[src/rtl/instr_pkg.sv]
// Shared encodings, field widths and loader state type for the MIPS-style
// instruction encoder and its program loader.
package instr_pkg;

  typedef enum logic [1:0] {
    FMT_R   = 2'd0,
    FMT_I   = 2'd1,
    FMT_J   = 2'd2,
    FMT_ILL = 2'd3
  } fmt_e;

  localparam int OPC_W   = 6;
  localparam int REG_W   = 5;
  localparam int FUNCT_W = 6;
  localparam int IMM_W   = 16;
  localparam int JADR_W  = 26;

  localparam logic [31:0] INSTR_NOP = 32'h0000_0000;

  typedef enum logic [1:0] {
    IDLE,
    LOAD,
    DONE
  } state_e;

endpackage

[src/rtl/instr_pack.sv]
// Combinational field-tuple to 32-bit instruction packer. Illegal tuples
// (reserved format or opcode bit 6 set) pack to a NOP and raise o_illegal.
module instr_pack
  import instr_pkg::*;
(
  input  logic [1:0]         i_fmt,
  input  logic [OPC_W:0]     i_opcode,
  input  logic [REG_W-1:0]   i_rs,
  input  logic [REG_W-1:0]   i_rt,
  input  logic [REG_W-1:0]   i_rd,
  input  logic [REG_W-1:0]   i_shamt,
  input  logic [FUNCT_W-1:0] i_funct,
  input  logic [IMM_W-1:0]   i_im,
  input  logic [JADR_W-1:0]  i_jump_adr,
  output logic [31:0]        o_word,
  output logic               o_illegal
);

  always_comb begin
    // NOTE: defaults first, so every path assigns both outputs and no latch is inferred.
    o_word    = INSTR_NOP;
    o_illegal = i_opcode[OPC_W];
    case (i_fmt)
      FMT_R:   o_word = {i_opcode[OPC_W-1:0], i_rs, i_rt, i_rd, i_shamt, i_funct};
      FMT_I:   o_word = {i_opcode[OPC_W-1:0], i_rs, i_rt, i_im};
      FMT_J:   o_word = {i_opcode[OPC_W-1:0], i_jump_adr};
      default: o_illegal = 1'b1;
    endcase
    if (o_illegal) o_word = INSTR_NOP;
  end

endmodule

[src/rtl/instr_encoder_loader.sv]
// Program loader: accepts field tuples over valid/ready, packs them and writes
// them to consecutive instruction-memory words for a programmed length.
module instr_encoder_loader
  import instr_pkg::*;
#(
  parameter int ADDR_W    = 8,
  parameter int BASE_ADDR = 0
) (
  input  logic              clk,
  input  logic              rst_n,
  input  logic              start,
  input  logic [ADDR_W:0]   prog_len,
  input  logic              in_valid,
  output logic              in_ready,
  input  logic [1:0]        fmt,
  input  logic [6:0]        opcode,
  input  logic [4:0]        rs,
  input  logic [4:0]        rt,
  input  logic [4:0]        rd,
  input  logic [4:0]        shamt,
  input  logic [5:0]        funct,
  input  logic [15:0]       im,
  input  logic [25:0]       jump_adr,
  output logic              imem_we,
  output logic [ADDR_W-1:0] imem_addr,
  output logic [31:0]       imem_wdata,
  output logic              busy,
  output logic              done,
  output logic              err
);

  localparam int               CNT_W = ADDR_W + 1;
  localparam logic [ADDR_W-1:0] BASE  = ADDR_W'(BASE_ADDR);

  state_e            r_state;
  state_e            w_state_nxt;
  logic [CNT_W-1:0]  r_cnt;
  logic [CNT_W-1:0]  r_len;
  logic [ADDR_W-1:0] r_addr;
  logic              r_we;
  logic [ADDR_W-1:0] r_waddr;
  logic [31:0]       r_wdata;
  logic              r_err;

  logic              w_accept;
  logic              w_last;
  logic              w_illegal;
  logic [CNT_W-1:0]  w_cnt_inc;
  logic [31:0]       w_word;

  instr_pack u_pack (
    .i_fmt      (fmt),
    .i_opcode   (opcode),
    .i_rs       (rs),
    .i_rt       (rt),
    .i_rd       (rd),
    .i_shamt    (shamt),
    .i_funct    (funct),
    .i_im       (im),
    .i_jump_adr (jump_adr),
    .o_word     (w_word),
    .o_illegal  (w_illegal)
  );

  assign w_accept  = in_valid && (r_state == LOAD);
  assign w_cnt_inc = r_cnt + CNT_W'(1);
  assign w_last    = (w_cnt_inc == r_len);

  always_ff @(posedge clk) begin
    // NOTE: sequential state uses non-blocking assignments so every register samples pre-edge values.
    if (!rst_n) r_state <= IDLE;
    else        r_state <= w_state_nxt;
  end

  always_comb begin
    w_state_nxt = r_state;
    case (r_state)
      IDLE:    if (start) w_state_nxt = (prog_len == '0) ? DONE : LOAD;
      LOAD:    if (w_accept && w_last) w_state_nxt = DONE;
      DONE:    w_state_nxt = IDLE;
      default: w_state_nxt = IDLE;
    endcase
  end

  always_comb begin
    in_ready = (r_state == LOAD);
    busy     = (r_state != IDLE);
    done     = (r_state == DONE);
  end

  // Start is honoured only in IDLE; the write port is registered one edge after accept.
  always_ff @(posedge clk) begin
    if (!rst_n) begin
      r_cnt   <= '0;
      r_len   <= '0;
      r_addr  <= BASE;
      r_we    <= 1'b0;
      r_waddr <= BASE;
      r_wdata <= INSTR_NOP;
      r_err   <= 1'b0;
    end else begin
      r_we <= w_accept;
      if ((r_state == IDLE) && start) begin
        r_cnt  <= '0;
        r_len  <= prog_len;
        r_addr <= BASE;
        r_err  <= 1'b0;
      end else if (w_accept) begin
        r_cnt   <= w_cnt_inc;
        r_addr  <= r_addr + ADDR_W'(1);
        r_waddr <= r_addr;
        r_wdata <= w_word;
        if (w_illegal) r_err <= 1'b1;
      end
    end
  end

  assign imem_we    = r_we;
  assign imem_addr  = r_waddr;
  assign imem_wdata = r_wdata;
  assign err        = r_err;

endmodule
[config.mk]
export PLATFORM = sky130hd
export DESIGN_NAME = instr_encoder_loader
export DESIGN_NICKNAME = d
export VERILOG_FILES = /design/src/rtl/instr_pkg.sv /design/src/rtl/instr_pack.sv /design/src/rtl/instr_encoder_loader.sv
export SDC_FILE = /design/constraint.sdc
export NUM_CORES = 1
export LEC_CHECK = 0
export ABC_AREA = 1
export ABC_CLOCK_PERIOD_IN_PS = 1710
export CAP_MARGIN = 0
export CORE_UTILIZATION = 43
export DETAILED_ROUTE_END_ITERATION = 6
export PLACE_DENSITY_LB_ADDON = 0.15
export SYNTH_ARGS = -nofsm -noshare
export SYNTH_HDL_FRONTEND = slang
export SYNTH_SLANG_ARGS = --single-unit
[constraint.sdc]
create_clock -name clk -period 1.71 [get_ports clk]
set_input_delay 0.342 -clock clk [delete_from_list [all_inputs] [get_ports clk]]
set_output_delay 0.342 -clock clk [all_outputs]
set_load 0.01 [all_outputs]
==> results of run 1 <==
routing by layer:
layer / vias up / part of all wire, % / GRT usage (%)
met3: 10 / 7.6 / 9.51
li1: 1884 / - / -
met5: - / 0 / 0
met1: 1709 / 42 / 29.8
met4: 0 / 1.2 / 6.64
met2: 119 / 49 / 42.3
kinds of logic after synthesis:
kind of cell	share of synthesized area [%]
buffers and inverters	6.95
AND/OR/NAND/NOR	32.8
adder cells (fa/ha/maj)	0.759
AO/OA/AOI/OAI	16.4
XOR/XNOR	0.532
flip-flops	42.5
worst min path at each step:
| stage | end | startpoint |
|---|---|---|
| 6_report | imem_wdata[15]$_SDFFE_PN0P_ | imem_wdata[15]$_SDFFE_PN0P_ |
| 5_1_grt | imem_wdata[12]$_SDFFE_PN0P_ | imem_wdata[12]$_SDFFE_PN0P_ |
| 4_1_cts | imem_wdata[22]$_SDFFE_PN0P_ | imem_wdata[22]$_SDFFE_PN0P_ |
| 3_5_place_dp | imem_wdata[13]$_SDFFE_PN0P_ | imem_wdata[13]$_SDFFE_PN0P_ |
| 3_3_place_gp | imem_wdata[30]$_SDFFE_PN0P_ | imem_wdata[30]$_SDFFE_PN0P_ |
| 2_1_floorplan | r_len[0]$_SDFFE_PN0P_ | r_len[0]$_SDFFE_PN0P_ |
worst min-delay path: stages, from the launching register on:
cell     delay, ps
dfxtp_1        310
nand2_1         60
a21oi_1         60
where the power goes:
part           switching, mW  total (mW)  internal [mW]
Clock                  0.652        1.48          0.826
Sequential            0.0403        1.73           1.69
Combinational          0.309       0.697          0.388
Total                   1.00        3.91           2.90
area by class of cell:
cell class / count / area, µm²
clock buffers: 9 / 124
clock inverters: 7 / 95.1
fillers: 600 / 2170
multi-input cells: 357 / 1680
inverters: 33 / 124
repair buffers: 168 / 1610
flip-flops and latches: 70 / 1400
well taps: 99 / 124
cell usage after synthesis (all sizes together):
cell type | count | area [µm²]
nand2 | 163 | 629
dfxtp | 70 | 1400
a21oi | 56 | 284
nor2 | 46 | 205
nand3 | 36 | 185
inv | 33 | 124
o21ai | 28 | 140
buf | 13 | 67.6
a22o | 10 | 87.6
clkbuf | 10 | 37.5
nor3 | 3 | 15.0
ha | 2 | 25.0
nand3b | 2 | 15.0
nand4 | 2 | 12.5
o21bai | 2 | 15.0
a31oi | 1 | 6.26
nor3b | 1 | 12.5
nor4 | 1 | 6.26
o211ai | 1 | 7.51
xnor2 | 1 | 8.76
xor2 | 1 | 8.76
registers in the layout, indices dropped and copies added (netlist names):
signal / cells
r_len: 9
imem_we: 1
imem_wdata: 32
err: 1
r_state: 2
imem_addr: 8
r_cnt: 9
r_addr: 8
what timing repair did:
action,CTS,global route
gates resized for setup,4,5
endpoints found under the setup margin,35,11
cloned,0,1
buffers inserted,0,1
pin swaps,0,2
hold buffers,0,0
==> out/qor.yml, run 1 <==
vias_per_cell: 5.01
cp.arrival_ps: 1920
syn_nets: 574
clock_latency_ps: 340
finish.utilization_pct: 70.4
final_max_slew_viol_count: 0
wl_per_cell_um: 13.3
row_count: 31
hold_path_class: "register to register"
clk_path_buf_depth: 2
clk_pin_slew_worst_paths_ps: 80
finalHoldViolations: 0
crit_buf_inv: 2
syn_area_per_cell_um2: 6.83
ios: 135
die_area_um2: 8020
die_h_um: 89.5
r2r_slack_ps: 110
status: "completed"
crit_path_max_fanout: 16
core_area_um2: 7330
whs_ps: 464
fmax_mhz: 607
io_buffers: 134
start_util_pct: 44.9
dp.cells: 725
pre_cts_ws_ps: -636
netlist_area_um2: 3290
grt_start_max_net_pins: 38
cp-endpoint: "imem_wdata[27]$_SDFFE_PN0P_"
grt_usage_pct: 25.0
synth-seq-cells: 70
cp_top_family: "simple AND/OR/NAND/NOR gates"
gp_congestion: 0.842
finalPower_mw: 3.91
dr.pass1.iters: 5
drt_iter0_drc: 179
r2r_start: "r_cnt[2]$_SDFFE_PP0P_"
netlist_instances: 482
antennaDiodeCount: 0
fin_area_um2: 5160
drive_gt1_share_pct: 11.2
yosysWarnings: 0
whs_path_depth: 2
hpwl_um: 7460
fin_skew_ps: 10.4
grt_pass1_wl_um: 15000
p_leak_nw: 2.03
cp_slowest_stage_delay_ps: 590
setup_slack_ps: 62.0
tightest_slew_ps: 680
cts.htree.levels: 3
cp_slowest_cell: "nor2_2"
slew_headroom_pct: 54.6
ant_nets: 0
crit_required_ps: 1990
grt_pass1_vias: 3270
crit_cells: 6
postPlaceCellArea_um2: 4910
reg2regPathDepth: 11
tns_ps: 0
timing.rr.end: "r_state[0]$_SDFFE_PN0P_"
cts-buffers-inserted: 9
powerDensity_nw_per_um2: 757
ir_drop_uv: 462
rsz0062_at_grt: "yes"
synth_cell_types: 30
cts_tree: "built"
finalNetCount: 731
crit_chain: "clkdlybuf4s50_1 > inv_1 > o21bai_1 > nor2_2 > nand2_1 > a21oi_1"
routed_wl_um: 9870
startpoint_type: "primary input"
num_vias: 3722
ys_seq_area_share_pct: 42.5
cts_sinks: 70
cts_root_buffer: "clkbuf_8"
final_common_cell: "nand2_1"
cap_viol_max_count: 0
endpoint_kind: "register"
crit_type: "primary input to register"
die_x_um: 89.5
period_share_pct: 96.4
finalCriticalPeriod_ps: 1650
final_cell_mix: "nand2_1 (157), clkdlybuf4s50_1 (131), dfxtp_1 (70)"
drc: 0
fin_cells: 743
startpoint: "fmt[0]"
antenna_found_initial: 0
setup_violations: 0
area_growth_pct: 56.6
grt-ovfl-total: 0
(Power assumes the default switching activity.)
==> inputs of run 2 (changes only) <==
Settings changed: CORE_UTILIZATION 43 to 44, CTS_BUF_LIST set to sky130_fd_sc_hd__clkbuf_8.
==> run 2 against run 1 <==
Compared with the run above: first-iteration DRC count is 13% lower; core utilization is 0.37 points lower; sequential cell count stayed put; sequential share of layout area is 0.56 points higher; global-route usage is 0.62 points higher; non-clock buffer count is 7 lower; sequential power hardly changed; register-to-register slack better by 60 ps; wire length is 4.8% lower; setup slack better by 41 ps.
==> out/qor.yml, run 2 (synthesized netlist as in run 1, its figures left out) <==
status: "completed"
tightest_slew_ps: 283  # -397 ps
r2r_start: "r_cnt[1]$_SDFFE_PP0P_"
die_h_um: 88.5  # -1.1%
routed_wl_um: 9400  # -4.8%
ios: 135  # unchanged
whs_path_depth: 2  # unchanged
hold_buffers: 0  # unchanged
reg2regPathDepth: 12  # +1
fin_cells: 734  # -1.2%
cts_root_buffer: "clkbuf_8"
startpoint_type: "register"
largest_reg_flops: 32  # unchanged
core_area_um2: 7250  # -1.1%
powerDensity_nw_per_um2: 706  # -6.8%
finalNetCount: 723  # -1.1%
whs_ps: 464  # +0.101 ps
wl_per_cell_um: 12.8  # -3.6%
die_x_um: 88.5  # -1.1%
antenna_found_initial: 0  # unchanged
slew_headroom_pct: 81.1  # +26 points
dr.pass1.iters: 5  # unchanged
cp_top_family: "buffers and inverters"
fin_skew_ps: 10.0  # -0.339 ps
clock_latency_ps: 350  # about the same
hpwl_um: 7340  # -1.6%
vias_per_cell: 4.98  # -0.62%
final_max_slew_viol_count: 0  # unchanged
grt_usage_pct: 25.6  # +0.62 points
cp_slowest_stage_delay_ps: 580  # about the same
setup_violations: 0  # unchanged
ir_drop_uv: 463  # +0.33%
cp.arrival_ps: 1260  # -660 ps
grt_pass1_wl_um: 15300  # +1.5%
drive_gt1_share_pct: 10.7  # -0.47 points
start_util_pct: 45.4  # +0.48 points
io_buffers: 134  # unchanged
antennaDiodeCount: 0  # unchanged
cts_sinks: 70  # unchanged
postPlaceCellArea_um2: 4870  # -0.81%
period_share_pct: 94.0  # -2.4 points
min_from: "imem_wdata[2]$_SDFFE_PN0P_"
endpoint_kind: "output port"
hold_path_class: "register to register"
cap_viol_max_count: 0  # unchanged
drt_iter0_drc: 156  # -13%
fmax_mhz: 622  # +2.6%
finalHoldViolations: 0  # unchanged
finalCriticalPeriod_ps: 1610  # -41.2 ps
cts.htree.levels: 3  # unchanged
crit_type: "register to output port"
ant_nets: 0  # unchanged
globalRouteMet2Util_pct: 42.2  # about the same
grt-ovfl-total: 0  # unchanged
worstHoldEndpoint: "imem_wdata[2]$_SDFFE_PN0P_"
pre_cts_ws_ps: -32.7  # +603 ps
grt-busiest-layer: "met2"
cts-buffers-inserted: 9  # unchanged
area_growth_pct: 54.2
r2r_slack_ps: 170  # +60 ps
grt_start_max_net_pins: 38  # unchanged
grtUsageMet1_pct: 30.0  # +0.18 points
final_cell_mix: "nand2_1 (156), clkdlybuf4s50_1 (131), dfxtp_1 (65)"
clk_pin_slew_worst_paths_ps: 70  # about the same
grt_pass1_vias: 3402  # +4.0%
num_vias: 3654  # -1.8%
setup_slack_ps: 103  # +41.2 ps
dp.cells: 718  # -0.97%
row_count: 31  # unchanged
crit_path_max_fanout: 2  # -14
grtUsageMet3_pct: 9.33  # -0.18 points
clk_path_buf_depth: 2  # unchanged
crit_required_ps: 1370  # -620 ps
die_area_um2: 7840  # -2.2%
crit_buf_inv: 1  # -1
final_common_cell: "nand2_1"
timing.rr.end: "r_state[0]$_SDFFE_PN0P_"
fin_area_um2: 5080  # -1.6%
p_leak_nw: 1.99  # -1.7%
drc: 0  # unchanged
finalPower_mw: 3.58  # -8.2%
crit_chain: "clkdlybuf4s50_1"
gp_congestion: 0.857  # +1.8%
cp_slowest_cell: "clkdlybuf4s50_1"
cts_tree: "built"
==> run 2: cell count changes in the layout (fill, tap and decap cells not counted), sizes merged <==
cell    change
buf         -7
bufinv      -2
clkbuf      +2
clkinv      +1
inv         -2
nor2        -1
==> run 2: final cells by class <==
cell class	count	area, µm²
repair buffers	161	1570
well taps	99	124
flip-flops and latches	70	1410
inverters	33	124
multi-input cells	356	1680
clock inverters	4	22.5
clock buffers	11	151
fillers	605	2170
==> run 2: per-layer routing <==
metal | part of all wire (%) | up-vias
met5 | 0 | -
met4 | 2.3 | 0
li1 | - | 1863
met1 | 42 | 1657
met2 | 48 | 117
met3 | 8.1 | 17
==> run 2: worst max path at each step <==
stage / start / end / slack (ps) / depth (start not counted)
floorplan: r_cnt[1]$_SDFFE_PP0P_ / r_state[0]$_SDFFE_PN0P_ / 240 / 12
global placement: in_valid / r_addr[7]$_SDFFE_PP0P_ / -10 / 9
detailed placement: in_valid / r_addr[7]$_SDFFE_PP0P_ / -30 / 9
CTS: r_cnt[0]$_SDFFE_PP0P_ / r_state[0]$_SDFFE_PN0P_ / 60 / 12
global route: r_cnt[1]$_SDFFE_PP0P_ / r_state[0]$_SDFFE_PN0P_ / -10 / 12
finish: imem_wdata[27]$_SDFFE_PN0P_ / imem_wdata[27] / 100 / 1
==> run 2: stage by stage <==
stage	utilization (%)	TNS (ps)
after floorplan	-	0
after global placement	67.2	-13.9
after detailed placement	67.2	-60.5
after CTS	69.6	0
after global routing	70.0	-24.1
final	70.0	0
==> run 2: what timing repair did <==
item                                    CTS  global route
buffers inserted                          0             1
pin swaps                                 0             2
cloned                                    0             0
resized for setup                         4            10
endpoints found under the setup margin    3             2
==> run 2: where the power goes <==
| part | internal, mW | switching (mW) | total (mW) |
|---|---|---|---|
| combinational | 0.374 | 0.299 | 0.673 |
| sequential | 1.69 | 0.0413 | 1.73 |
| clock | 0.589 | 0.588 | 1.18 |
==> inputs of run 3 (changes only) <==
Settings changed: CAP_MARGIN 0 to 20.
==> results of run 3 <==
The final DEF is identical to that of run 2; final timing and power are the same.
